**src/rtl/ctrl_fsm_pkg.sv**
```systemverilog
// Shared encodings for the RV32I multi-cycle control sequencer: opcodes,
// mux selects, trap causes and FSM states.
package ctrl_fsm_pkg;

  // insn[6:2] major opcodes
  localparam logic [4:0] OP_LOAD     = 5'b00000;
  localparam logic [4:0] OP_MISC_MEM = 5'b00011;
  localparam logic [4:0] OP_ALUIMM   = 5'b00100;
  localparam logic [4:0] OP_AUIPC    = 5'b00101;
  localparam logic [4:0] OP_STORE    = 5'b01000;
  localparam logic [4:0] OP_ALU      = 5'b01100;
  localparam logic [4:0] OP_LUI      = 5'b01101;
  localparam logic [4:0] OP_BRANCH   = 5'b11000;
  localparam logic [4:0] OP_JALR     = 5'b11001;
  localparam logic [4:0] OP_JAL      = 5'b11011;
  localparam logic [4:0] OP_SYSTEM   = 5'b11100;

  localparam logic [1:0] PC_SEL_PC4  = 2'b00;
  localparam logic [1:0] PC_SEL_IMM  = 2'b01;
  localparam logic [1:0] PC_SEL_JALR = 2'b10;

  localparam logic [1:0] WB_SEL_ALU  = 2'b00;
  localparam logic [1:0] WB_SEL_MEM  = 2'b01;
  localparam logic [1:0] WB_SEL_PC4  = 2'b10;
  localparam logic [1:0] WB_SEL_IMM  = 2'b11;

  localparam logic [1:0] TRAP_ILLEGAL = 2'b00;
  localparam logic [1:0] TRAP_SYSTEM  = 2'b01;
  localparam logic [1:0] TRAP_TIMEOUT = 2'b10;

  typedef enum logic [2:0] {
    ST_FETCH  = 3'd0,
    ST_DECODE = 3'd1,
    ST_EXEC   = 3'd2,
    ST_MEM    = 3'd3,
    ST_TRAP   = 3'd4
  } state_t;

  // SYSTEM is deliberately absent: it traps with its own cause.
  function automatic logic is_legal_op(input logic [4:0] op);
    case (op)
      OP_LUI, OP_AUIPC, OP_JAL, OP_JALR, OP_BRANCH,
      OP_LOAD, OP_STORE, OP_ALUIMM, OP_ALU, OP_MISC_MEM: is_legal_op = 1'b1;
      default:                                           is_legal_op = 1'b0;
    endcase
  endfunction

endpackage

```
**src/rtl/ctrl_timeout.sv**
```systemverilog
// Memory-wait watchdog: counts stalled request cycles and flags the last
// allowed one. MEM_TIMEOUT = 0 disables it.
module ctrl_timeout #(
  parameter int MEM_TIMEOUT = 255,
  parameter int TMO_W       = 8
) (
  input  logic clk,
  input  logic rst,
  input  logic clr,
  input  logic cnt,
  output logic expired
);

  logic [TMO_W-1:0] tmo;

  always_ff @(posedge clk) begin
    if (rst || clr)
      tmo <= '0;
    else if (cnt)
      tmo <= tmo + 1'b1;
  end

  if (MEM_TIMEOUT == 0) begin : g_off
    assign expired = 1'b0;
  end else begin : g_on
    assign expired = (tmo == TMO_W'(MEM_TIMEOUT - 1));
  end

endmodule

```
**src/rtl/ctrl_fsm.sv**
```systemverilog
// Multi-cycle RV32I control sequencer: FETCH -> DECODE -> EXEC [-> MEM],
// driving datapath strobes and a shared valid/ready memory port; sticky trap.
module ctrl_fsm
  import ctrl_fsm_pkg::*;
#(
  parameter int MEM_TIMEOUT = 255,
  parameter int TMO_W       = 8
) (
  input  logic       clk,
  input  logic       rst,
  input  logic [4:0] opcode,
  input  logic       invalid,
  input  logic       br_taken,
  input  logic       mem_ready,
  output logic       mem_valid,
  output logic       mem_we,
  output logic       mem_addr_sel,
  output logic       ir_we,
  output logic       pc_we,
  output logic [1:0] pc_sel,
  output logic       alu_a_sel,
  output logic       alu_b_sel,
  output logic       alu_add,
  output logic       rf_we,
  output logic [1:0] wb_sel,
  output logic       retire,
  output logic       trap,
  output logic [1:0] trap_cause
);

  state_t     state;
  logic [4:0] op_q;
  logic       trap_q;
  logic [1:0] cause_q;
  logic       tmo_exp;
  logic       waiting;

  // Any cycle not stalled on memory restarts the count, which covers
  // entry into FETCH and MEM as well as completed transfers.
  assign waiting = mem_valid && !mem_ready;

  ctrl_timeout #(
    .MEM_TIMEOUT(MEM_TIMEOUT),
    .TMO_W      (TMO_W)
  ) u_tmo (
    .clk    (clk),
    .rst    (rst),
    .clr    (!waiting),
    .cnt    (waiting),
    .expired(tmo_exp)
  );

  always_ff @(posedge clk) begin
    if (rst) begin
      state   <= ST_FETCH;
      op_q    <= '0;
      trap_q  <= 1'b0;
      cause_q <= TRAP_ILLEGAL;
    end else begin
      case (state)
        ST_FETCH, ST_MEM: begin
          // mem_ready wins over a same-cycle timeout
          if (mem_ready)
            state <= (state == ST_FETCH) ? ST_DECODE : ST_FETCH;
          else if (tmo_exp) begin
            state   <= ST_TRAP;
            trap_q  <= 1'b1;
            cause_q <= TRAP_TIMEOUT;
          end
        end
        ST_DECODE: begin
          op_q <= opcode;
          if (invalid || (!is_legal_op(opcode) && opcode != OP_SYSTEM)) begin
            state   <= ST_TRAP;
            trap_q  <= 1'b1;
            cause_q <= TRAP_ILLEGAL;
          end else if (opcode == OP_SYSTEM) begin
            state   <= ST_TRAP;
            trap_q  <= 1'b1;
            cause_q <= TRAP_SYSTEM;
          end else
            state <= ST_EXEC;
        end
        ST_EXEC:
          state <= (op_q == OP_LOAD || op_q == OP_STORE) ? ST_MEM : ST_FETCH;
        ST_TRAP: state <= ST_TRAP;
        default: state <= ST_FETCH;
      endcase
    end
  end

  assign trap       = trap_q;
  assign trap_cause = cause_q;

  always_comb begin
    mem_valid    = 1'b0;
    mem_we       = 1'b0;
    mem_addr_sel = 1'b0;
    ir_we        = 1'b0;
    pc_we        = 1'b0;
    pc_sel       = PC_SEL_PC4;
    alu_a_sel    = 1'b0;
    alu_b_sel    = 1'b0;
    alu_add      = 1'b0;
    rf_we        = 1'b0;
    wb_sel       = WB_SEL_ALU;
    retire       = 1'b0;
    if (!rst) begin
      case (state)
        ST_FETCH: begin
          mem_valid = 1'b1;
          ir_we     = mem_ready;
        end
        ST_EXEC: begin
          case (op_q)
            OP_ALU, OP_ALUIMM: begin
              alu_b_sel = (op_q == OP_ALUIMM);
              rf_we     = 1'b1;
              pc_we     = 1'b1;
              retire    = 1'b1;
            end
            OP_LUI: begin
              rf_we  = 1'b1;
              wb_sel = WB_SEL_IMM;
              pc_we  = 1'b1;
              retire = 1'b1;
            end
            OP_AUIPC: begin
              alu_a_sel = 1'b1;
              alu_b_sel = 1'b1;
              alu_add   = 1'b1;
              rf_we     = 1'b1;
              pc_we     = 1'b1;
              retire    = 1'b1;
            end
            OP_JAL, OP_JALR: begin
              rf_we  = 1'b1;
              wb_sel = WB_SEL_PC4;
              pc_we  = 1'b1;
              pc_sel = (op_q == OP_JAL) ? PC_SEL_IMM : PC_SEL_JALR;
              retire = 1'b1;
            end
            OP_BRANCH: begin
              pc_we  = 1'b1;
              pc_sel = br_taken ? PC_SEL_IMM : PC_SEL_PC4;
              retire = 1'b1;
            end
            OP_MISC_MEM: begin
              pc_we  = 1'b1;
              retire = 1'b1;
            end
            OP_LOAD, OP_STORE: begin
              alu_b_sel = 1'b1;
              alu_add   = 1'b1;
            end
            default: ;
          endcase
        end
        ST_MEM: begin
          // address operands held so mem_addr stays stable until ready
          mem_valid    = 1'b1;
          mem_addr_sel = 1'b1;
          mem_we       = (op_q == OP_STORE);
          alu_b_sel    = 1'b1;
          alu_add      = 1'b1;
          if (mem_ready) begin
            rf_we  = (op_q == OP_LOAD);
            wb_sel = (op_q == OP_LOAD) ? WB_SEL_MEM : WB_SEL_ALU;
            pc_we  = 1'b1;
            retire = 1'b1;
          end
        end
        default: ;
      endcase
    end
  end

endmodule
```
**config.mk**
```make
export PLATFORM = sky130hd
export DESIGN_NAME = ctrl_fsm
export DESIGN_NICKNAME = d
export VERILOG_FILES = /design/src/rtl/ctrl_fsm_pkg.sv /design/src/rtl/ctrl_timeout.sv /design/src/rtl/ctrl_fsm.sv
export SDC_FILE = /design/constraint.sdc
export NUM_CORES = 1
export LEC_CHECK = 0
export CAP_MARGIN = 25
export CORE_MARGIN = 2
export CORE_UTILIZATION = 34
export CTS_BUF_LIST = sky130_fd_sc_hd__clkbuf_16
export DETAILED_ROUTE_END_ITERATION = 10
export PLACE_DENSITY = 0.67
export SYNTH_ARGS = -nofsm -noshare
export SYNTH_HDL_FRONTEND = slang
export SYNTH_SLANG_ARGS = --single-unit
```
**constraint.sdc**
```tcl
create_clock -name clk -period 1.3 [get_ports clk]
set_input_delay 0.195 -clock clk [delete_from_list [all_inputs] [get_ports clk]]
set_output_delay 0.195 -clock clk [all_outputs]
set_load 0.01 [all_outputs]
```
==> qor.csv, run 1 <==
metric,value,unit
die width,62.22,um
# setup viols final,18,
worst path cell trace,nand2b_4 > or2_4 > or3_4 > nor3_4 > buf_2,
"Period Utilization, post-route",137.2,%
Fin Hold WS,0.3253,ns
Mapped Area,1152,um2
Crit path depth,5,
Yosys top cell by area,dfxtp_1,
Relative slew margins,72.52,%
Core ar.,3284,um2
global-route wire length before repair,6831,um
vias per inst,5.192,
measured slew at the worst slew-check pin,0.4104,ns
Layout Skew,0.002966,ns
num ports,27,
endpoint class of the critical path,primary output,
"Slowest-stage cell, CP",or3_4,
PortBufs,26,
Buffers & Inverters on Critical Path,1,
crit path to,pc_sel[1],
Worst Path Max Fanout,2,
total gr overflow,0,
Avg WL per Cell,16.35,um
# rows,21,
cells after synthesis,153,
Num CTS Buffers,3,
crit-path max cell delay,0.37,ns
initial core utilization,35.09,%
clock buffer depth,2,
"commonest non-fill, non-tap cell in the layout",buf_4,
fin. max-slew vios,0,
largest net degree at the start of global routing,13,
failing checks,negative setup slack,
Detailed Routing Iterations Pass 1,4,
Mean Syn Cell Area,7.532,um2
placer's final routability congestion estimate,0.8742,
Worst R2R Path Depth,7,
clock slew at reported path FFs,0.06,ns
synthesized flop and latch total,19,
nets,250,
CP required,1.11,ns
"Min Clock Period, post-route",1.784,ns
HP Class,in -> reg,
antenna cells,0,
worst setup path class,reg -> out,
max frequency,0.5605,GHz
Final WS setup,-0.4842,ns
fraction of layout cells with a size suffix above 1,61.70,%
CTS tree,done,
crit path from,state[2],
"worst slack, placed",-0.8709,ns
die height,62.22,um
Crit path arrival time,1.59,ns
R2R Setup Slk,-0.17,ns
Skew-Pair Late Insertion Delay,0.25,ns
final wirelength,4595,um
Post-route DRC,0,
RSZ-0062 raised after global routing,yes,
Startpoint Class,register,
status,"complete, but fails checks",
Antenna Violating Nets Remaining,0,
Layout area overhead,102.4,%
H-tree lvl count,1,
Synth cell types,40,
# clock sinks,19,
worst r2r src,state[1],
Synth top area share,33.01,%
reg-to-reg critical path endpoint,state[2],
Peak VDD IR,0.0005978,V
clock root cell,clkbuf_16,
Total GRT Usage,21.51,%
Hold Buf Count CTS,0,
number of DRC markers in iteration 0,64,
vias after detailed routing,1459,
fill count,239,
Synth Warn #,0,
share of the yosys chip area belonging to registers,33.01,%
"commonest cells after routing, fill and taps aside","buf_4 (42), buf_6 (19), nor2_1 (15)",
Max Cap Viol,0,
Die ar.,3871,um2
power per cell area,806.7,nW/um2
HPWL after detailed placement,2620,um
vias in the first global route,1577,
Post-Syn Nets,167,
Worst path top cell family by delay,simple AND/OR/NAND/NOR gates,
Final Hold Fails,0,
Leakage,0.9916,nW
antenna violations before repair,0,
synth top area cells,"dfxtp_1 (33%), nor2_1 (7.5%), nand2_1 (6.2%)",
-- tightest hold or removal path: stages --
cell     delay [ns]
buf_2          0.11
buf_4          0.12
nand3_1        0.06
a21oi_1        0.05
-- power by group --
part | internal (mW) | leakage, nW | total, mW | switching [mW]
Combinational | 0.313 | 0.795 | 0.610 | 0.297
Sequential | 0.605 | 0.159 | 0.634 | 0.0289
Clock | 0.415 | 0.0371 | 0.637 | 0.222
Total | 1.33 | 0.992 | 1.88 | 0.548
-- worst min-delay path by stage --
| stage | from | to | cells after the start |
|---|---|---|---|
| global placement | trap | trap | 2 |
| finish | opcode[0] | op_q[0] | 4 |
| floorplan | rst | trap_cause[0] | 1 |
| global route | opcode[0] | op_q[0] | 4 |
| CTS | opcode[0] | op_q[0] | 4 |
| detailed placement | trap | trap | 2 |
-- stage by stage --
step	setup TNS (ns)	instance area [um2]	cells	total power, mW	util [%]
2_1_floorplan	-0.8939	1184	153	0.8026	-
3_3_place_gp	-15.25	1779	260	0.9935	54.17
3_5_place_dp	-15.14	1779	260	1.009	54.17
4_1_cts	-5.127	2138	281	1.785	65.10
5_1_grt	-5.698	2332	281	1.954	71.01
6_report	-4.880	2332	281	1.881	71.01
-- sequential cells by signal (all words and copies together) (netlist names) --
signal      cells
u_tmo.tmo       8
op_q            5
state           3
trap_cause      2
trap            1
-- cell type report --
class,instances,area [um2],area share (%)
clock buffer,3,75.07,3.219
clock inverter,1,7.507,0.3219
inverter,4,15.01,0.6438
multi-input combinational,122,1070,45.87
sequential,19,399.1,17.11
tap,46,57.56,2.468
timing repair buffer,86,708.2,30.36
-- synthesized netlist by cell type (all sizes together) --
| master | n |
|---|---|
| nor2 | 24 |
| dfxtp | 19 |
| nand2 | 19 |
| a21oi | 14 |
| nand3 | 10 |
| clkbuf | 6 |
| nand2b | 5 |
| and3 | 4 |
| ha | 4 |
| inv | 4 |
| nor3 | 4 |
| xor2 | 4 |
| nor4 | 3 |
| or2 | 3 |
| xnor2 | 3 |
| a31oi | 2 |
| a41oi | 2 |
| and2 | 2 |
| buf | 2 |
| nor3b | 2 |
| o211ai | 2 |
| o21ai | 2 |
| o21bai | 2 |
| a211oi | 1 |
| a21o | 1 |
| and4 | 1 |
| and4b | 1 |
| nand3b | 1 |
| nor2b | 1 |
| o22ai | 1 |
| o2bb2ai | 1 |
| o311a | 1 |
| o31a | 1 |
| or3 | 1 |
-- per-layer routing --
layer	up-vias	share of wire [%]	track usage, %
met3	20	3.0	4.710
met2	41	56	41.30
met4	0	4.6	10.56
met1	702	37	21.72
met5	-	0	0
li1	696	-	-
-- cell families (layout without fill, tap and decap cells) --
family | Yosys count | after routing | share of synthesized area (%)
adder cells (fa/ha/maj) | 4 | 4 | 4.343
buffers and inverters | 12 | 94 | 4.886
AND/OR/NAND/NOR | 81 | 81 | 35.72
flip-flops | 19 | 19 | 33.01
AO/OA/AOI/OAI | 30 | 30 | 16.72
XOR/XNOR | 7 | 7 | 5.320
-- timing repair --
action                                  in CTS  in global routing
endpoints found under the setup margin      31                 33
resized for setup                          128                 48
gates cloned                                 0                  0
buffers inserted                            17                  9
pin swaps                                   28                 25
(Power assumes the default switching activity.)
==> run 2: changes to the inputs <==
Settings changed: CTS_CLUSTER_SIZE from default to 16, SETUP_SLACK_MARGIN from default to 0.05.
==> run 2 against run 1 <==
The run still ends with negative setup slack left; utilization increased by 4.3 points; clock power about the same; combinational power increased by 8.4%; via count increased by 3.8%; sequential cell count unchanged; first-iteration DRC count decreased by 22%.
==> qor.csv, run 2 (synthesis results as in run 1) <==
metric,value,unit,change
clock root cell,clkbuf_16,,
"Slowest-stage cell, CP",or3_4,,
placer's final routability congestion estimate,0.8747,,about the same
antenna violations before repair,0,,unchanged
Antenna Violating Nets Remaining,0,,unchanged
clock buffer depth,2,,unchanged
Layout area overhead,114.5,%,
Final Hold Fails,0,,unchanged
RSZ-0062 raised after global routing,yes,,
clock slew at reported path FFs,0.06,ns,about the same
Peak VDD IR,0.0007186,V,+20%
"Period Utilization, post-route",137.5,%,+0.29 points
NetSw,0.5749,mW,+5.0%
final wirelength,4858,um,+5.7%
largest net degree at the start of global routing,16,,+3
Detailed Routing Iterations Pass 1,4,,unchanged
# setup viols final,27,,+9
worst path cell trace,nand2b_4 > or2_4 > or3_4 > nor3_4 > buf_2,,
num ports,27,,unchanged
nets,254,,+1.6%
"Min Clock Period, post-route",1.788,ns,+0.003792 ns
vias in the first global route,1530,,-3.0%
P_int,1.358,mW,+1.8%
Final Core Density,75.28,%,+4.3 points
Seq pwr share,32.9,%,-0.8 points
total gr overflow,0,,unchanged
HP Class,in -> reg,,
"commonest non-fill, non-tap cell in the layout",buf_4,,
Worst path top cell family by delay,simple AND/OR/NAND/NOR gates,,
dpl cells,260,,unchanged
antenna cells,0,,unchanged
fin. max-slew vios,0,,unchanged
# rows,21,,unchanged
Crit path arrival time,1.59,ns,about the same
H-tree lvl count,1,,unchanged
measured slew at the worst slew-check pin,0.4707,ns,+0.06024 ns
Relative slew margins,68.48,%,-4.0 points
die height,62.22,um,unchanged
# clock sinks,19,,unchanged
Buffers & Inverters on Critical Path,1,,unchanged
Startpoint Class,register,,
Die ar.,3871,um2,unchanged
combinational share of power,34.2,%,+1.8 points
Fin Hold WS,0.3183,ns,-0.007053 ns
Final Non-Filler Cells,285,,+1.4%
PortBufs,26,,unchanged
endpoint class of the critical path,primary output,,
Core ar.,3284,um2,unchanged
Worst Path Max Fanout,3,,+1
Net Sw Frac,29.75,%,+0.64 points
clock group share of total power,32.9,%,-1.0 points
max frequency,0.5593,GHz,-0.21%
global-route wire length before repair,6734,um,-1.4%
biggest regs,"u_tmo.tmo x8, op_q x5, state x3",,
die width,62.22,um,unchanged
Leakage,1.047,nW,+5.6%
crit-path max cell delay,0.37,ns,about the same
max reg flops,8,,unchanged
HPWL after detailed placement,2561,um,-2.2%
Skew-Pair Late Insertion Delay,0.25,ns,about the same
Post-route DRC,0,,unchanged
status,"complete, but fails checks",,
Num CTS Buffers,3,,unchanged
CP required,1.11,ns,about the same
"Most flops, register",u_tmo.tmo,,
fraction of layout cells with a size suffix above 1,71.13,%,+9.4 points
Layout Skew,0.005216,ns,+0.002250 ns
Max Cap Viol,0,,unchanged
vias after detailed routing,1514,,+3.8%
number of DRC markers in iteration 0,50,,-22%
vias per inst,5.312,,+2.3%
failing checks,negative setup slack,,
initial core utilization,35.09,%,unchanged
CTS tree,done,,
Final WS setup,-0.4880,ns,-0.003792 ns
"commonest cells after routing, fill and taps aside","buf_4 (46), buf_6 (18), buf_2 (14)",,
"worst slack, placed",-0.8310,ns,+0.03982 ns
worst setup path class,reg -> out,,
Avg WL per Cell,17.05,um,+4.2%
power per cell area,781.6,nW/um2,-3.1%
Total GRT Usage,21.41,%,-0.096 points
## run 2: metrics by stage
step / instance area (um2) / power [mW] / setup TNS [ns]
after floorplan: 1184 / 0.8026 / -0.8939
after global placement: 1779 / 0.9937 / -15.25
after detailed placement: 1779 / 1.006 / -15.06
after CTS: 2090 / 1.759 / -5.037
after global routing: 2472 / 2.005 / -8.448
final: 2472 / 1.932 / -7.048
## run 2: power by group through the flow
stage | sequential [mW] | clock, mW | combinational [mW]
final | 0.636 | 0.636 | 0.661
after global routing | 0.638 | 0.673 | 0.694
after CTS | 0.631 | 0.640 | 0.488
after detailed placement | 0.638 | 0 | 0.368
after global placement | 0.637 | 0 | 0.357
after floorplan | 0.642 | 0 | 0.161
## run 2: area by class of cell
cell class              count  area (um2)
clock buffers               3       75.07
clock inverters             1       3.754
fillers                   207       812.0
inverters                   4       15.01
multi-input cells         122        1169
flip-flops and latches     19       401.6
well taps                  46       57.56
repair buffers             90       750.7
## run 2: routing by layer
metal | GRT usage (%) | up-vias | share of wire [%]
met5 | 0 | - | 0
li1 | - | 707 | -
met1 | 21.44 | 746 | 37
met3 | 4.710 | 10 | 3.9
met4 | 11.11 | 0 | 2.2
met2 | 41.03 | 51 | 57
## run 2: worst register-to-register path, stage by stage, from the launching register on
cell,delay (ns)
dfxtp_4,0.35
buf_4,0.13
buf_6,0.13
xor2_4,0.19
nor3_4,0.20
buf_4,0.14
buf_6,0.09
nand2b_4,0.12
nor2_2,0.10
## run 2: path summary, 6_finish.rpt
kind,endpoint,slack [ns],cells after the start,startpoint
min reg2reg,trap,0.49,2,trap
max reg2reg,u_tmo.tmo[5],-0.21,8,state[0]
max,pc_sel[1],-0.49,5,state[2]
min,op_q[4],0.32,3,rst
## run 2: what timing repair did
item                                    4_1_cts  5_1_grt
buffers inserted                             12       13
gates resized for setup                     123       84
endpoints found under the setup margin       31       33
hold buffers                                  0        0
pin swaps                                    31       53
hold endpoints to repair                      0        0
